## src/rtl/sram_vec_pkg.sv

```systemverilog
`default_nettype none
// ============================================================================
// Module   : sram_vec_pkg
// Brief    : Shared types and constants for the SRAM test-vector reader.
// Revision : 1.0 - initial release
// ============================================================================
package sram_vec_pkg;

    localparam int DEF_ADDR_WIDTH = 20;
    localparam int DEF_DATA_WIDTH = 16;

    localparam logic [1:0] BE_ALL = 2'b11;

    typedef enum logic [1:0] {
        IDLE  = 2'd0,
        READ  = 2'd1,
        DRAIN = 2'd2,
        FIN   = 2'd3
    } state_e;

endpackage : sram_vec_pkg
`default_nettype wire

```

## src/rtl/sync_fifo.sv

```systemverilog
`default_nettype none
// ============================================================================
// Module   : sync_fifo
// Brief    : Single-clock FIFO; push on full is accepted only with a same-cycle pop.
// Revision : 1.0 - initial release
// ============================================================================
module sync_fifo #(
    parameter  int WIDTH    = 16,
    parameter  int DEPTH    = 8,
    localparam int c_ptr_w  = $clog2(DEPTH),
    localparam int c_cnt_w  = c_ptr_w + 1
) (
    input  logic               clk,
    input  logic               rst,
    input  logic               i_push,
    input  logic [WIDTH-1:0]   i_data,
    input  logic               i_pop,
    output logic [WIDTH-1:0]   o_data,
    output logic               o_full,
    output logic               o_empty,
    output logic [c_cnt_w-1:0] o_count
);

    logic [WIDTH-1:0]   r_mem [DEPTH];
    logic [c_ptr_w-1:0] r_wr_ptr;
    logic [c_ptr_w-1:0] r_rd_ptr;
    logic [c_cnt_w-1:0] r_count;
    logic               w_do_push;
    logic               w_do_pop;

    assign o_empty   = (r_count == '0);
    assign o_full    = (r_count == c_cnt_w'(DEPTH));
    assign o_count   = r_count;
    assign o_data    = r_mem[r_rd_ptr];
    assign w_do_pop  = i_pop && !o_empty;
    assign w_do_push = i_push && (!o_full || w_do_pop);

    always_ff @(posedge clk) begin
        if (w_do_push) begin
            r_mem[r_wr_ptr] <= i_data;
        end
    end

    // DEPTH is a power of two, so the pointers wrap on their own.
    always_ff @(posedge clk) begin
        if (rst) begin
            r_wr_ptr <= '0;
            r_rd_ptr <= '0;
            r_count  <= '0;
        end else begin
            if (w_do_push) begin
                r_wr_ptr <= r_wr_ptr + 1'b1;
            end
            if (w_do_pop) begin
                r_rd_ptr <= r_rd_ptr + 1'b1;
            end
            case ({w_do_push, w_do_pop})
                2'b10:   r_count <= r_count + 1'b1;
                2'b01:   r_count <= r_count - 1'b1;
                default: r_count <= r_count;
            endcase
        end
    end

endmodule : sync_fifo
`default_nettype wire

```

## src/rtl/sram_vec_reader.sv

```systemverilog
`default_nettype none
// ============================================================================
// Module   : sram_vec_reader
// Brief    : Reads a block of SRAM words via the arbiter tr_* port and streams
//            them out through a FIFO. Define SRAM_VEC_READER_CHECKSUM_EN to add
//            a running checksum output of the streamed words.
// Revision : 1.0 - initial release
// ============================================================================
module sram_vec_reader
    import sram_vec_pkg::*;
#(
    parameter int ADDR_WIDTH = DEF_ADDR_WIDTH,
    parameter int DATA_WIDTH = DEF_DATA_WIDTH,
    parameter int FIFO_DEPTH = 8,
    parameter int CNT_WIDTH  = ADDR_WIDTH + 1
) (
    input  logic                  clock,
    input  logic                  reset,
    input  logic                  start,
    input  logic [ADDR_WIDTH-1:0] base_addr,
    input  logic [CNT_WIDTH-1:0]  word_count,
    output logic                  busy,
    output logic                  done,
    output logic [ADDR_WIDTH-1:0] tr_address,
    output logic [1:0]            tr_byteenable,
    output logic                  tr_read,
    output logic                  tr_write,
    output logic [DATA_WIDTH-1:0] tr_writedata,
    input  logic [DATA_WIDTH-1:0] tr_readdata,
    input  logic                  tr_waitrequest,
    output logic [DATA_WIDTH-1:0] out_data,
    output logic                  out_valid,
    input  logic                  out_ready
`ifdef SRAM_VEC_READER_CHECKSUM_EN
    ,
    output logic [DATA_WIDTH-1:0] checksum
`endif
);

    localparam int c_fifo_cnt_w = $clog2(FIFO_DEPTH) + 1;

    state_e                  r_state;
    state_e                  w_state_nxt;
    logic [ADDR_WIDTH-1:0]   r_addr;
    logic [CNT_WIDTH-1:0]    r_remaining;
    logic                    r_done;
    logic                    w_start_acc;
    logic                    w_complete;
    logic                    w_pop;
    logic                    w_full;
    logic                    w_empty;
    logic [c_fifo_cnt_w-1:0] w_fifo_count;

    assign w_start_acc = (r_state == IDLE) && start;
    assign w_complete  = tr_read && !tr_waitrequest;
    assign w_pop       = out_valid && out_ready;

    // The gate sees only the registered fill level, so it never depends on out_ready.
    assign tr_read       = (r_state == READ) && !w_full;
    assign tr_address    = r_addr;
    assign tr_byteenable = BE_ALL;
    assign tr_write      = 1'b0;
    assign tr_writedata  = '0;
    assign out_valid     = !w_empty;
    assign busy          = (r_state == READ) || (r_state == DRAIN);
    assign done          = r_done;

    sync_fifo #(
        .WIDTH (DATA_WIDTH),
        .DEPTH (FIFO_DEPTH)
    ) u_fifo (
        .clk     (clock),
        .rst     (reset),
        .i_push  (w_complete),
        .i_data  (tr_readdata),
        .i_pop   (out_ready),
        .o_data  (out_data),
        .o_full  (w_full),
        .o_empty (w_empty),
        .o_count (w_fifo_count)
    );

    always_ff @(posedge clock) begin
        if (reset) begin
            r_state <= IDLE;
        end else begin
            r_state <= w_state_nxt;
        end
    end

    always_comb begin
        w_state_nxt = r_state;
        case (r_state)
            IDLE: begin
                if (start) begin
                    w_state_nxt = (word_count == '0) ? FIN : READ;
                end
            end
            READ: begin
                if (w_complete && (r_remaining == CNT_WIDTH'(1))) begin
                    w_state_nxt = DRAIN;
                end
            end
            DRAIN: begin
                if (w_fifo_count == '0) begin
                    w_state_nxt = FIN;
                end
            end
            FIN:     w_state_nxt = IDLE;
            default: w_state_nxt = IDLE;
        endcase
    end

    always_ff @(posedge clock) begin
        if (reset) begin
            r_addr      <= '0;
            r_remaining <= '0;
            r_done      <= 1'b0;
        end else begin
            r_done <= (r_state == FIN);
            if (w_start_acc) begin
                r_addr      <= base_addr;
                r_remaining <= word_count;
            end else if (w_complete) begin
                r_addr      <= r_addr + 1'b1;
                r_remaining <= r_remaining - 1'b1;
            end
        end
    end

`ifdef SRAM_VEC_READER_CHECKSUM_EN
    logic [DATA_WIDTH-1:0] r_checksum;

    always_ff @(posedge clock) begin
        if (reset) begin
            r_checksum <= '0;
        end else if (w_start_acc) begin
            r_checksum <= '0;
        end else if (w_pop) begin
            r_checksum <= r_checksum + out_data;
        end
    end

    assign checksum = r_checksum;
`endif

endmodule : sram_vec_reader
`default_nettype wire
```

## config.mk

```make
export PLATFORM = sky130hd
export DESIGN_NAME = sram_vec_reader
export DESIGN_NICKNAME = d
export VERILOG_FILES = /design/src/rtl/sram_vec_pkg.sv /design/src/rtl/sync_fifo.sv /design/src/rtl/sram_vec_reader.sv
export SDC_FILE = /design/constraint.sdc
export NUM_CORES = 1
export LEC_CHECK = 0
export ABC_CLOCK_PERIOD_IN_PS = 4100
export CORE_MARGIN = 2
export CORE_UTILIZATION = 45
export DETAILED_ROUTE_END_ITERATION = 8
export GPL_TIMING_DRIVEN = 0
export PLACE_DENSITY = 0.74
export SLEW_MARGIN = 20
export SYNTH_ARGS = -nofsm -noshare
export SYNTH_HDL_FRONTEND = slang
export SYNTH_SLANG_ARGS = --single-unit
```

## constraint.sdc

```tcl
create_clock -name clock -period 4.1 [get_ports clock]
set_input_delay 0.82 -clock clock [delete_from_list [all_inputs] [get_ports clock]]
set_output_delay 0.82 -clock clock [all_outputs]
set_load 0.01 [all_outputs]
```

==> results of run 1 <==
-- kinds of logic (layout without fill, tap and decap cells) --
logic type               after synthesis  in the layout  synth area share (%)
AO/OA/AOI/OAI                         60             60                  5.39
multiplexers                          49             49                  11.4
AND/OR/NAND/NOR                      163            163                  10.5
other                                  2             19                0.0940
flip-flops                           185            185                  62.4
XOR/XNOR                              42             42                  4.61
buffers and inverters                 56            202                  3.56
adder cells (fa/ha/maj)               13             13                  2.04
-- state kept, by name (all words and copies together) (netlist names), named ones only --
| name | cells |
|---|---|
| u_fifo.r_mem | 128 |
| r_remaining | 21 |
| tr_address | 20 |
| u_fifo.o_count | 4 |
| u_fifo.r_rd_ptr | 3 |
| u_fifo.r_wr_ptr | 3 |
| r_state | 2 |
| done | 1 |
-- layout by cell type, fill, tap and decap left out, types with 4 or more instances in the layout --
| master | synthesis | final |
|---|---|---|
| clkdlybuf4s50_1 | 0 | 100 |
| buf_4 | 19 | 29 |
| a21oi_1 | 6 | 6 |
| clkbuf_16 | 0 | 17 |
| inv_1 | 9 | 9 |
| nand4_1 | 4 | 4 |
| a311oi_1 | 6 | 6 |
| or3_1 | 5 | 5 |
| mux4_2 | 32 | 32 |
| inv_6 | 0 | 6 |
| nor2_1 | 57 | 54 |
| ha_1 | 13 | 13 |
| conb_1 | 2 | 19 |
| nor3_2 | 0 | 4 |
| nor2b_1 | 5 | 5 |
| xor2_1 | 20 | 20 |
| o21ai_0 | 7 | 7 |
| edfxtp_1 | 128 | 128 |
| clkbuf_1 | 22 | 22 |
| or4_1 | 4 | 4 |
| a211oi_1 | 35 | 35 |
| xnor2_1 | 22 | 22 |
| nor4_1 | 10 | 9 |
| nand3b_1 | 4 | 4 |
| mux2_2 | 16 | 16 |
| nand2_1 | 23 | 23 |
| nand3_1 | 10 | 10 |
| nor3_1 | 18 | 14 |
| dfxtp_1 | 57 | 57 |
-- layout make-up --
| class | count | area [sq um] |
|---|---|---|
| Fill cell | 1342 | 7200 |
| Sequential cell | 185 | 4980 |
| Multi-Input combinational cell | 346 | 2820 |
| Timing Repair Buffer | 114 | 1130 |
| Clock buffer | 17 | 425 |
| Tap cell | 225 | 282 |
| Buffer | 47 | 254 |
| Clock inverter | 15 | 173 |
| Inverter | 9 | 33.8 |
-- through the flow --
step | util, % | TNS, ns | area (sq um) | instances | hold WS, ns
after floorplan | - | 0 | 8050 | 587 | 0.454
after global placement | 54.0 | -36.80 | 9330 | 912 | 0.466
after detailed placement | 54.9 | 0 | 9490 | 926 | 0.480
after CTS | 58.3 | 0 | 10100 | 958 | 0.482
after global routing | 58.4 | 0 | 10100 | 958 | 0.517
final | 58.4 | 0 | 10100 | 958 | 0.479
-- critical path, cell delays in order, from the launching register on --
cell             delay [ns]
dfxtp_1                0.31
clkbuf_1               0.29
clkbuf_2               0.44
mux4_2                 0.56
mux2_2                 0.32
clkdlybuf4s50_1        0.48
-- per-layer routing --
metal | vias up | global-route usage (%) | wire length [um]
li1 | 2423 | - | -
met1 | 2511 | 24.2 | 7210
met2 | 204 | 33.1 | 8810
met3 | 23 | 4.86 | 1240
met4 | 0 | 7.33 | 268
met5 | - | 0 | 0
-- final timing paths --
check,from,end,slack [ns],depth (start not counted)
max,register,out_data[15],0.44,5
min,u_fifo.r_rd_ptr[1],register,0.48,2
max reg2reg,u_fifo.o_count[1],u_fifo.o_count[2],0.80,12
min reg2reg,u_fifo.r_rd_ptr[1],register,0.48,2
-- power groups by stage --
stage	Combinational [mW]	Clock (mW)	Sequential [mW]
after floorplan	1.05	0	2.39
after global placement	1.64	0	2.39
after detailed placement	1.69	0	2.40
after CTS	1.71	1.65	2.36
after global routing	1.87	1.73	2.40
final	1.70	1.63	2.37
==> results.yml, run 1 <==
run_status:
  status: "finished clean"
grt:
  grt_max_degree: 20
  first_global_vias: 5334
  gr-total-overflow: 0
  grt_pass1_wl_mm: 27.6
  antenna_found_initial: 0
  grt_usage_pct: 19.5
die:
  die-area_sq_mm: 0.0188
  io_pins: 121
  rows: 48
  start_util_pct: 46.2
  core_sq_mm: 0.0173
  die_x_um: 137
  dieHeight_um: 137
critical_path:
  cp_data_arrival_time_ns: 2.84
  start_kind: "register"
  end_kind: "output pin"
  cp.required_ns: 3.28
  critPathKind: "reg2out"
  cp_max_fo: 10
pwr:
  p_int_mw: 3.94
  p_clk_share_pct: 28.6
  netSwitchingPower_mw: 1.77
  finalPower_mw: 5.71
  p_leak_nw: 3.37
  swShare_pct: 31.0
  powerDensity_mw_per_mm2: 565
  ir_drop_mv: 0.306
  p_seq_share_pct: 41.5
  p_comb_share_pct: 29.9
drt:
  wl_per_cell_um: 18.3
  vias_per_cell: 5.39
  post-route-drc-count: 0
  dr.pass1.iters: 4
  drt_iter0_markers: 332
  vias: 5161
  drtAntennaViolNets: 0
  wirelength_mm: 17.5
clocking:
  cts_tree: "yes"
  ctsHtreeMaxLevel: 4
  numCtsBuffers: 17
  cts_hold_buf: 0
  post-cts-setup-buffer-count: 0
  clk_pin_slew_worst_paths_ns: 0.07
  cts_resized: 0
  clockBufferDepth: 2
  clk_latency_ns: 0.44
  root_buffer: "clkbuf_16"
  clock-sinks: 185
synth:
  synth.yosys.warnings: 0
  yosysMostFrequentCell: "edfxtp_1"
  synth_ff_type: "edfxtp_1"
  synth.top_cell.area_share_pct: 48.1
  syn_area_per_cell_sq_um: 14.0
  synth_area_leaders: "edfxtp_1 (48%), dfxtp_1 (14%), mux4_2 (9.0%)"
  synth_seq_area_share_pct: 62.4
  synth_largest_area_cell: "edfxtp_1"
  synthCells: 570
  synth_edf_count: 128
  async_flop_share_pct: 0
  syn_area_sq_mm: 0.00799
  synth.distinct_cells: 47
  synth_common_cells: "edfxtp_1 (128), dfxtp_1 (57), nor2_1 (57)"
  synth-seq-cells: 185
run:
  drv_cap: 0
cells_and_area:
  drive_gt1_share_pct: 17.7
  area_delta_synth_final_pct: 26.4
  num-nets-final: 795
  antenna_cells: 0
placed_design:
  gp_congestion: 0.837
  dp_slack_ns: 0.510
  dp_hpwl_mm: 12.4
  portBuffers: 100
timing:
  max_clock_freq_mhz: 273
  min_period_ns: 3.66
  finalHoldViolations: 0
  final.period_utilization_pct: 89.2
  slew_viol_final: 0
  worst_pin_slew_ns: 0.754
  slew_headroom_pct: 49.7
  setup_viol: 0
  fin_ws_ns: 0.443
  rsz0062_at_grt: "false"
  finalClockSkew_ns: 0.0104
worst_hold_path:
  hold_class: "reg2reg"
(Power assumes the default switching activity.)
==> inputs of run 2 (changes only) <==
- ABC_CLOCK_PERIOD_IN_PS: 4100 -> 3600
- RECOVER_POWER: not set -> 25
- clock period: 4.1 -> 3.6 ns (I/O delays scaled with it)
==> run 2 against run 1 <==
Effect of this change:
- global-route usage is the same
- cell count up 0.10%
- via count rose by 0.52%
- non-clock buffer count stayed put
- worst hold slack gained 0.00061 ns
- first-iteration DRC count shrank 8.7%
- core utilization rose by 0.058 points
- combinational power rose by 15%
- setup slack worse by 0.28 ns
- sequential power is 14% higher
- sequential share of layout area about the same
- highest routed layer is now met5
==> results.yml, run 2 (same netlist as run 1, synthesis figures left out) <==
run_status:
  status: "finished clean"
cells_and_area:
  top_register: "u_fifo.r_mem"
  multi_input_area_sq_mm: 0.00282
  final_cell_mix: "edfxtp_1 (128), clkdlybuf4s50_1 (87), dfxtp_1 (57)"
  fillCellCount: 1338
  num-nets-final: 795
  largest_reg_flops: 128
  regArea_sq_mm: 0.00498
  drive_gt1_share_pct: 17.7
  final_common_cell: "edfxtp_1"
  area_delta_synth_final_pct: 26.5
grt:
  grt_max_degree: 20
  gr-total-overflow: 0
  first_global_vias: 5339
  antenna_found_initial: 2
  grt_usage_pct: 19.5
  grt_pass1_wl_mm: 27.6
worst_hold_path:
  hold_class: "reg2reg"
  hold_start: "u_fifo.r_rd_ptr[1]"
  min_path_cells: 2
critical_path:
  cp_data_arrival_time_ns: 2.72
  reg2reg_to: "u_fifo.o_count[2]"
  r2r_start: "u_fifo.o_count[1]"
  cp.required_ns: 2.88
  r2r_slack_ns: 0.30
  end_kind: "output pin"
  rr_worst_depth: 12
  cp_max_fo: 10
  start_kind: "register"
  critPathKind: "reg2out"
clocking:
  cts_tree: "yes"
  root_buffer: "clkbuf_16"
  post-cts-setup-buffer-count: 0
  clockBufferDepth: 2
  numCtsBuffers: 17
  clock-sinks: 185
  clk_pin_slew_worst_paths_ns: 0.07
  clk_latency_ns: 0.44
  ctsHtreeMaxLevel: 4
  cts_hold_buf: 0
drt:
  drt_iter0_markers: 303
  post-route-drc-count: 0
  wirelength_mm: 17.5
  vias_per_cell: 5.41
  dr.pass1.iters: 5
  vias: 5188
  wl_per_cell_um: 18.2
  drtAntennaViolNets: 0
timing:
  max_clock_freq_mhz: 291
  finalHoldViolations: 0
  rsz0062_at_grt: "false"
  worst_pin_slew_ns: 0.743
  min_period_ns: 3.44
  finalClockSkew_ns: 0.0107
  setup_viol: 0
  holdWs_ns: 0.480
  slew_headroom_pct: 50.5
  final.period_utilization_pct: 95.6
  tns_ns: 0
  slew_viol_final: 0
placed_design:
  dp_hpwl_mm: 12.4
  portBuffers: 100
  gp_congestion: 0.837
pwr:
  ir_drop_mv: 0.348
  p_leak_nw: 3.37
  powerDensity_mw_per_mm2: 643
die:
  start_util_pct: 46.2
  core_sq_mm: 0.0173
  rows: 48
  die-area_sq_mm: 0.0188
  die_x_um: 137
  io_pins: 121
  dieHeight_um: 137
run:
  drv_cap: 0
-- run 2: changes by cell type in the layout (fill, tap and decap cells not counted), sizes merged --
cell | before | now
buf | 36 | 37
clkbuf | 42 | 41
clkdlybuf4s50 | 100 | 87
diode | 0 | 1
dlygate4sd3 | 0 | 13
-- run 2: critical path, cell delays in order (launching register included) --
cell and delay (ns):
dfxtp_1 0.31, clkbuf_1 0.29, clkbuf_4 0.38, mux4_2 0.53, mux2_2 0.30, clkdlybuf4s50_1 0.48
-- run 2: timing repair --
| item | 4_1_cts | 5_1_grt |
|---|---|---|
| gates cloned | 0 | 0 |
| endpoints found under the setup margin | 16 | 16 |
| gates resized for setup | 12 | 4 |
-- run 2: worst max-delay path by stage --
stage,startpoint,to,cells past startpoint
4_1_cts,register,out_data[12],5
5_1_grt,register,out_data[13],5
2_1_floorplan,u_fifo.o_count[1],u_fifo.r_mem[0][0],6
6_report,register,out_data[12],5
3_3_place_gp,tr_waitrequest,u_fifo.r_mem[0][10],4
3_5_place_dp,register,out_data[1],5
-- run 2: final cells by class --
class	count	share of cell area, %
Tap cell	225	2.79
Clock buffer	17	4.21
Antenna cell	1	0.0248
Buffer	47	2.59
Timing Repair Buffer	114	11.1
Clock inverter	15	1.71
Sequential cell	185	49.3
Inverter	9	0.334
Multi-Input combinational cell	346	27.9
-- run 2: report_power, final --
part	leakage (nW)	switching [mW]	internal (mW)
combinational	1.46	0.946	0.999
sequential	1.62	0.202	2.50
clock	0.287	0.861	0.992
total	3.37	2.01	4.49
-- run 2: metrics by stage --
step                      area (sq um)  setup slack [ns]  instances  total power, mW  utilization [%]
after floorplan                   8050             0.467        587             3.92                -
after detailed placement          9490             0.110        926             4.66             54.9
after global placement            9330             -1.48        912             4.58             54.0
after CTS                        10100            0.0381        958             6.53             58.4
final                            10100             0.159        959             6.50             58.4
after global routing             10100           0.00555        959             6.83             58.4
-- run 2: per-layer routing --
layer  vias up  part of all wire (%)  wire (um)  track usage (%)
met4         2                   1.2        209             7.33
met1      2542                    41       7210             24.3
met3        23                   6.9       1200             4.86
met2       196                    51       8860             33.0
met5         -                 0.074         13                0
li1       2425                     -          -                -
==> inputs of run 3 (changes only) <==
- SKIP_CTS_REPAIR_TIMING: not set -> 1
- SYNTH_HIERARCHICAL: not set -> 1
==> run 3 against run 2 <==
Effect of this change:
- sequential share of layout area down 1.9 points
- setup slack worse by 0.066 ns
- via count up 7.2%
- power up 6.3%
- worst hold slack better by 0.044 ns
- highest routed layer is now met4
==> results.yml, run 3 <==
timing:
  holdWs_ns: 0.524
  setup_viol: 0
  finalClockSkew_ns: 0.00922
  finalHoldViolations: 0
  final.period_utilization_pct: 97.4
  slew_viol_final: 0
  worst_pin_slew_ns: 0.885
  max_clock_freq_mhz: 285
  slew_headroom_pct: 40.2
  min_period_ns: 3.51
drt:
  vias_per_cell: 5.65
  wl_per_cell_um: 18.6
  vias: 5561
  dr.pass1.iters: 6
  dr_wl_met2_mm: 9.68
  route.top_layer_used: "met4"
  wl_met3_um: 890
  wirelength_mm: 18.3
  drt_iter0_markers: 324
  wirelength_met1_mm: 7.59
  post-route-drc-count: 0
  drtAntennaViolNets: 0
grt:
  first_global_vias: 5678
  gr-total-overflow: 0
  antenna_found_initial: 0
  grt_usage_pct: 18.9
  grt_pass1_wl_mm: 29.1
  grt_max_degree: 17
synth:
  synth_edf_count: 128
  synth_area_leaders: "edfxtp_1 (46%), dfxtp_1 (14%), mux4_1 (8.5%)"
  syn_area_sq_mm: 0.00838
  synth_largest_area_cell: "edfxtp_1"
  async_flop_share_pct: 0
  synth_seq_area_share_pct: 59.5
  synth_common_cells: "edfxtp_1 (128), dfxtp_1 (57), nor2_1 (57)"
  synth-seq-cells: 185
  synth.distinct_cells: 63
  synth.yosys.warnings: 6
  yosysMostFrequentCell: "edfxtp_1"
  synthCells: 594
  synth.top_cell.area_share_pct: 45.9
  synth_ff_type: "edfxtp_1"
  syn_area_per_cell_sq_um: 14.1
clocking:
  clock-sinks: 185
  clockBufferDepth: 2
  cts_tree: "yes"
  root_buffer: "clkbuf_16"
  numCtsBuffers: 17
  ctsHtreeMaxLevel: 4
  clk_pin_slew_worst_paths_ns: 0.06
  clk_latency_ns: 0.42
cells_and_area:
  final_cell_mix: "edfxtp_1 (128), clkdlybuf4s50_1 (89), nor2_1 (54), dfxtp_1 (54), mux4_1 (27)"
  area_delta_synth_final_pct: 25.4
  final_common_cell: "edfxtp_1"
  fin_util_pct: 58.1
  top_register: "u_fifo/r_mem"
  largest_reg_flops: 128
  post-route-cell-area_sq_mm: 0.0105
  num-nets-final: 818
  antenna_cells: 0
  drive_gt1_share_pct: 15.3
critical_path:
  end_kind: "register"
  critPathKind: "in2reg"
  crit_slowest_cell: "nor3_2"
  start_kind: "input port"
  cp_max_fo: 11
  max_stage_delay_ns: 0.53
  cp.required_ns: 3.73
  crit_chain: "clkdlybuf4s50_1 > or3b_1 > buf_2 > clkinvlp_4 > buf_2 > clkbuf_4 > o21ai_4 > nor3_2 > buf_4 > buf_4"
  cp_data_arrival_time_ns: 3.63
die:
  io_pins: 121
  start_util_pct: 46.3
  die_x_um: 140
  core_sq_mm: 0.0181
  die-area_sq_mm: 0.0197
  dieHeight_um: 140
  rows: 49
pwr:
  p_clk_share_pct: 26.3
  ir_drop_mv: 0.362
  p_comb_share_pct: 33.6
  p_int_mw: 4.75
  swShare_pct: 31.2
  p_leak_nw: 3.53
  p_seq_share_pct: 40.1
  powerDensity_mw_per_mm2: 657
  netSwitchingPower_mw: 2.15
run:
  drv_cap: 0
placed_design:
  placement.cell_area_sq_mm: 0.00990
  dp_hpwl_mm: 13.3
  portBuffers: 101
  gp_congestion: 0.898
run_status:
  status: "finished clean"
worst_hold_path:
  hold_class: "reg2reg"
[run 3: changes by cell type in the layout (fill, tap and decap cells not counted), sizes merged, moves of 5 or more]
cell and change:
a211oi -17, or4 +9, a311oi +16, or3 +5, xor2 -5, nor3 -9, xnor2 -14, buf +6
o31ai +9
[run 3: power by group through the flow]
stage                     Clock [mW]  Combinational (mW)  Sequential (mW)
after floorplan                    0                1.47             2.76
after global placement             0                2.20             2.77
after detailed placement           0                2.29             2.80
after CTS                       1.86                2.31             2.75
after global routing            1.94                2.52             2.80
final                           1.82                2.32             2.77
[run 3: worst paths after layout]
path / to / cells after the start / slack, ns / startpoint
max reg2reg: u_fifo/r_mem[3][2] / 11 / 0.16 / u_fifo/o_count[0]
min: r_remaining[19] / 2 / 0.52 / r_remaining[19]
min reg2reg: r_remaining[19] / 2 / 0.52 / r_remaining[19]
max: u_fifo/r_mem[3][2] / 10 / 0.09 / tr_waitrequest
[run 3: cells by family after synthesis]
group | after synthesis | share of synthesized area (%)
xor+xnor | 23 | 2.40
fa+ha+maj | 13 | 2.03
buf+inv | 62 | 4.45
other cells | 2 | 0.0896
simple gates | 176 | 11.4
mux | 51 | 12.3
compound gates | 82 | 7.86
flops | 185 | 59.5
[run 3: area by class of cell]
class                           count  area, sq um
Inverter                           11         45.0
Clock inverter                     12          135
Sequential cell                   185         4990
Clock buffer                       20          437
Tap cell                          229          287
Buffer                             51          335
Multi-Input combinational cell    364         3160
Timing Repair Buffer              113         1120
Fill cell                        1400         7580
[run 3: stage by stage]
step	TNS, ns	setup slack (ns)	cells	power [mW]
2_1_floorplan	-1.12	-0.0233	611	4.23
3_3_place_gp	-162.70	-1.69	941	4.97
3_5_place_dp	-52.71	-0.589	953	5.08
4_1_cts	-13.47	-0.348	985	6.92
5_1_grt	-0.00529	-0.00529	985	7.26
6_report	0	0.0933	985	6.91
[run 3: layer usage]
layer  vias up  global-route usage (%)
li1       2625                       -
met2       166                    34.4
met3        15                    4.27
met4         0                    4.47
met1      2755                    22.9
met5         -                       0
[run 3: worst max-delay path: cells and delay by family]
family	cells	cell delay [ns]
buffers and inverters	7	1.87
and+or+nand+nor	2	0.90
AOI/OAI and AO/OA	1	0.13
